`src/rtl/srlatch_driver.sv`:
```
// Drives an external asynchronous set/reset latch: turns a one-cycle set/clear
// command into the s/r level protocol and verifies the latch took and kept the value.
module srlatch_driver #(
    parameter int SYNC_STAGES = 2,
    parameter int TIMEOUT     = 16,
    parameter int HOLD        = 2,
    parameter int SETTLE      = 2
) (
    input  logic clk,
    input  logic rst,
    input  logic req_valid,
    input  logic req_set,
    output logic req_ready,
    output logic s,
    output logic r,
    input  logic q,
    output logic done,
    output logic err,
    output logic busy
);

    localparam int MAX_A = (TIMEOUT > HOLD) ? TIMEOUT : HOLD;
    localparam int MAX_C = (MAX_A > SETTLE) ? MAX_A : SETTLE;
    localparam int CW    = $clog2(MAX_C) + 1;

    typedef enum logic [2:0] {
        ST_IDLE,
        ST_ASSERT,
        ST_HOLD,
        ST_RELEASE,
        ST_DONE
    } state_t;

    state_t        state_reg, state_next;
    logic [CW-1:0] cnt_reg, cnt_next;
    logic          target_reg, target_next;
    logic          err_flag_reg, err_flag_next;
    logic          s_reg, s_next;
    logic          r_reg, r_next;
    logic          done_reg, done_next;
    logic          err_reg, err_next;
    logic          drive;
    logic          q_sync;

    // q comes from an unclocked latch, so it passes through a flop chain first.
    genvar gi;
    generate
        for (gi = 0; gi < SYNC_STAGES; gi++) begin : g_sync
            logic stage_reg;
            logic stage_d;
            if (gi == 0) begin : g_first
                assign stage_d = q;
            end else begin : g_chain
                assign stage_d = g_sync[gi-1].stage_reg;
            end
            always_ff @(posedge clk or posedge rst) begin
                if (rst) begin
                    stage_reg <= 1'b0;
                end else begin
                    stage_reg <= stage_d;
                end
            end
        end
    endgenerate

    assign q_sync = g_sync[SYNC_STAGES-1].stage_reg;

    always_ff @(posedge clk or posedge rst) begin
        if (rst) begin
            state_reg    <= ST_IDLE;
            cnt_reg      <= '0;
            target_reg   <= 1'b0;
            err_flag_reg <= 1'b0;
            s_reg        <= 1'b0;
            r_reg        <= 1'b0;
            done_reg     <= 1'b0;
            err_reg      <= 1'b0;
        end else begin
            state_reg    <= state_next;
            cnt_reg      <= cnt_next;
            target_reg   <= target_next;
            err_flag_reg <= err_flag_next;
            s_reg        <= s_next;
            r_reg        <= r_next;
            done_reg     <= done_next;
            err_reg      <= err_next;
        end
    end

    always_comb begin
        state_next    = state_reg;
        cnt_next      = cnt_reg;
        target_next   = target_reg;
        err_flag_next = err_flag_reg;

        case (state_reg)
            ST_IDLE: begin
                if (req_valid) begin
                    target_next = req_set;
                    state_next  = ST_ASSERT;
                    cnt_next    = '0;
                end
            end
            ST_ASSERT: begin
                if (q_sync == target_reg) begin
                    state_next = ST_HOLD;
                    cnt_next   = '0;
                end else if (cnt_reg == CW'(TIMEOUT - 1)) begin
                    err_flag_next = 1'b1;
                    state_next    = ST_RELEASE;
                    cnt_next      = '0;
                end else begin
                    cnt_next = cnt_reg + CW'(1);
                end
            end
            ST_HOLD: begin
                if (cnt_reg == CW'(HOLD - 1)) begin
                    state_next = ST_RELEASE;
                    cnt_next   = '0;
                end else begin
                    cnt_next = cnt_reg + CW'(1);
                end
            end
            ST_RELEASE: begin
                // The latch must keep its value on its own once s/r are low.
                if (q_sync != target_reg) begin
                    err_flag_next = 1'b1;
                end
                if (cnt_reg == CW'(SETTLE - 1)) begin
                    state_next = ST_DONE;
                    cnt_next   = '0;
                end else begin
                    cnt_next = cnt_reg + CW'(1);
                end
            end
            ST_DONE: begin
                err_flag_next = 1'b0;
                state_next    = ST_IDLE;
            end
            default: begin
                state_next = ST_IDLE;
                cnt_next   = '0;
            end
        endcase

        // Outputs are decoded from the next state so the registers line up with it;
        // s and r derive from one target bit and can never both be high.
        drive     = (state_next == ST_ASSERT) || (state_next == ST_HOLD);
        s_next    = drive & target_next;
        r_next    = drive & ~target_next;
        done_next = (state_next == ST_DONE);
        err_next  = done_next & err_flag_next;
    end

    assign s         = s_reg;
    assign r         = r_reg;
    assign done      = done_reg;
    assign err       = err_reg;
    assign busy      = (state_reg != ST_IDLE);
    assign req_ready = (state_reg == ST_IDLE) & ~rst;

endmodule

```
`config.mk`:
```
export PLATFORM = sky130hd
export DESIGN_NAME = srlatch_driver
export DESIGN_NICKNAME = d
export VERILOG_FILES = /design/src/rtl/srlatch_driver.sv
export SDC_FILE = /design/constraint.sdc
export NUM_CORES = 1
export LEC_CHECK = 0
export ABC_AREA = 1
export CORE_MARGIN = 1.5
export CORE_UTILIZATION = 57
export DETAILED_ROUTE_END_ITERATION = 10
export GPL_TIMING_DRIVEN = 0
export PLACE_DENSITY = 0.89
export SLEW_MARGIN = 20
export SYNTH_ARGS = -nofsm -noshare
export SYNTH_HDL_FRONTEND = slang
export SYNTH_SLANG_ARGS = --single-unit
```
`constraint.sdc`:
```
create_clock -name clk -period 4.6 [get_ports clk]
set_input_delay 0.46 -clock clk [delete_from_list [all_inputs] [get_ports clk]]
set_output_delay 0.46 -clock clk [all_outputs]
set_load 0.01 [all_outputs]
```
==> run summary <==
Transition time at the pin with the least slew margin -> 0.602 ns
Area share of the largest cell type after synthesis -> 0.446
Largest incremental delay on the critical path -> 0.53 ns
Most instantiated library cell after synthesis -> sky130_fd_sc_hd__nand2_1
Fmax -> 466 MHz
Setup repair after global routing missed its margin -> no
Clock Sinks -> 16
Global-route congestion overflow total -> 0
Count of buffers added by post-CTS timing repair for setup -> 0
Total count of hold-check failures in the final report -> 0
Drc violations -> 0
Share of the clock period used by the worst path -> 0.466
Synthesis-to-finish area growth -> 15.9%
Combinational share of power -> 0.531
Final-report setup violation count -> 0
Initial antenna violation count -> 0
Average footprint of a synthesized cell -> 7.41 µm²
Share of total power consumed by net switching -> 0.459
First-pass iteration count of the detailed router -> 6
Min Clock Period, post-route -> 2.14 ns
Post-synth top cells -> sky130_fd_sc_hd__nand2_1 (33), sky130_fd_sc_hd__inv_1 (20), sky130_fd_sc_hd__nor2_1 (19)
Wire length of the first global-routing pass -> 2860 µm
Remaining antenna violation count after routing -> 0
Worst Setup End Kind -> output port
Main flop type after synthesis -> sky130_fd_sc_hd__dfrtp_1
Overall Global Routing Usage -> 0.212
Power per Cell Area -> 623 nW/µm²
Post-synthesis instance area -> 897 µm²
Synthesized netlist cell count -> 121
Clock tree buffer depth -> 2
Site Rows -> 14
Hold-fix buffers at CTS -> 0
Clock tree from TritonCTS -> yes
Starting DRC count in detailed routing -> 33
Leading area contributor after synthesis -> sky130_fd_sc_hd__dfrtp_1
Pleak -> 0.000570 µW
Cts bufs inserted -> 3
Power share of the clock group -> 0.118
Result of the run -> complete, no violations
Net switching power figure -> 297 µW
Gp weighted congestion -> 0.831
Clock tree root buffer cell -> sky130_fd_sc_hd__clkbuf_4
Diodes inserted -> 0
Final routed wirelength across all metal layers -> 1760 µm
Number of nets at the end of the flow -> 145
Max-capacitance violation count -> 0
Worst setup SP type -> flip-flop
Final Slew Violations -> 0
Clock H-tree levels -> 1
Post-CTS Resized -> 0
Ys Warns -> 0
Top cells by area in the synthesized netlist -> sky130_fd_sc_hd__dfrtp_1 (45%), sky130_fd_sc_hd__nand2_1 (14%), sky130_fd_sc_hd__inv_1 (8.4%), sky130_fd_sc_hd__nor2_1 (7.9%), sky130_fd_sc_hd__ha_1 (5.6%)
Fin Clk Skew -> 0.000759 ns
Max IR drop VDD -> 0.000385 V
Fraction of final layout cells with drive strength greater than 1 -> 0.0821
Data arrival at the endpoint of the critical path -> 1.68 ns
Clock insertion delay at the later pin of the skew report -> 0.29 ns
Clock-pin slew of the registers on the worst-case setup and hold paths -> 0.09 ns
Critical-path maximum fanout -> 6
Number of global-route vias before repair -> 760
Worst hold-check path type -> reg -> reg
FF+latch count, synth -> 16
Post-Syn Nets -> 130
DPL Wire Length -> 1310 µm
Placeable core region -> 1490 µm²
Worst hold-check slack -> 0.363 ns
Count of flip-flops with a built-in enable after synthesis -> 0
Internal power component -> 350 µW
Slew margin rel. -> 0.598
Number of top-level pins -> 11
Flip-flop count of the largest register after layout -> 5
Share of the yosys chip area belonging to registers -> 0.446
Total non-filler cell area in the finished layout -> 1040 µm²
Number of distinct standard cells referenced by the synthesized netlist -> 19
Critical path class -> reg -> out
CP cell instances -> nor2_4, nand2_1, nor2_1, clkdlybuf4s50_1
Placed cells -> 147
Power, Total -> 648 µW
Initial core utilization -> 0.603
Final instance count without filler cells -> 150
Die X-Extent -> 42.7 µm
Post-synthesis async set-or-reset flop share -> 1.00
Pin count of the biggest net entering global routing -> 17
Routed vias/inst -> 5.41
Final-layout setup total negative slack -> 0 ns
Die Ht -> 42.7 µm
Mean routed wirelength per cell -> 11.7 µm
Buffers on Ports -> 10
Critical-path cell with the highest stage delay -> sky130_fd_sc_hd__clkdlybuf4s50_1
Required arrival time at the worst endpoint -> 4.14 ns
Proportion of power drawn by flip-flops and latches -> 0.351
Die footprint -> 1820 µm²
Routed vias -> 811
Cell area reported after detailed placement -> 1020 µm²
[metrics by stage]
step,setup slack [ns],util
6_report,2.46,0.698
5_1_grt,2.38,0.698
4_1_cts,2.47,0.698
2_1_floorplan,3.06,-
3_3_place_gp,2.63,0.683
3_5_place_dp,2.62,0.683
[final timing paths]
check | depth (start not counted) | slack [ns] | from | end
setup / recovery | 4 | 2.46 | state_reg[1] | req_ready
hold / removal | 0 | 0.36 | g_sync[0].stage_reg | g_sync[1].stage_reg
setup reg to reg | 12 | 2.83 | cnt_reg[0] | s
hold reg to reg | 0 | 0.36 | g_sync[0].stage_reg | g_sync[1].stage_reg
max in group asynchronous | 2 | 3.65 | rst | state_reg[1]
min in group asynchronous | 2 | 0.56 | rst | state_reg[0]
[area by class of cell]
class	instances	area (µm²)
Multi-Input combinational cell	83	414
Sequential cell	16	400
Inverter	22	82.6
Fill cell	107	449
Tap cell	16	20.0
Clock buffer	3	22.5
Timing Repair Buffer	10	100
[metal layers]
metal  part of all wire  global-route usage  vias to the layer above
met1               0.44               0.242                      373
met2               0.47               0.355                       30
met4              0.032               0.125                        0
met5                  0                   0                        -
li1                   -                   -                      401
met3              0.060              0.0553                        7
[critical path: cells and delay by family, from the launching register on]
family                 cells  cell delay, ns
buffers and inverters      1            0.53
flip-flops                 1            0.48
AND/OR/NAND/NOR            3            0.37
[kinds of logic (layout without fill, tap and decap cells)]
logic type	after synthesis	in the layout	synth area share
buffers and inverters	22	35	0.0921
adder cells (fa/ha/maj)	4	4	0.0558
AO/OA/AOI/OAI	13	13	0.0893
AND/OR/NAND/NOR	66	66	0.317
flip-flops	16	16	0.446
[power by group through the flow]
| stage | Clock [µW] | Combinational [µW] | Sequential, µW |
|---|---|---|---|
| floorplan | 0 | 248 | 229 |
| global placement | 0 | 324 | 228 |
| detailed placement | 0 | 340 | 230 |
| CTS | 74.1 | 342 | 227 |
| global route | 82.5 | 387 | 233 |
| finish | 76.1 | 344 | 228 |
[cell usage in the layout, fill, tap and decap left out, drive strengths merged]
cell	count
clkbuf	3
nand2	35
nor2	20
o22ai	1
o221ai	1
inv	22
a21oi	7
nand3b	2
o21ai	3
ha	4
dfrtp	16
a21o	1
clkdlybuf4s50	10
nor3	3
nand3	6
(Power assumes the default switching activity.)
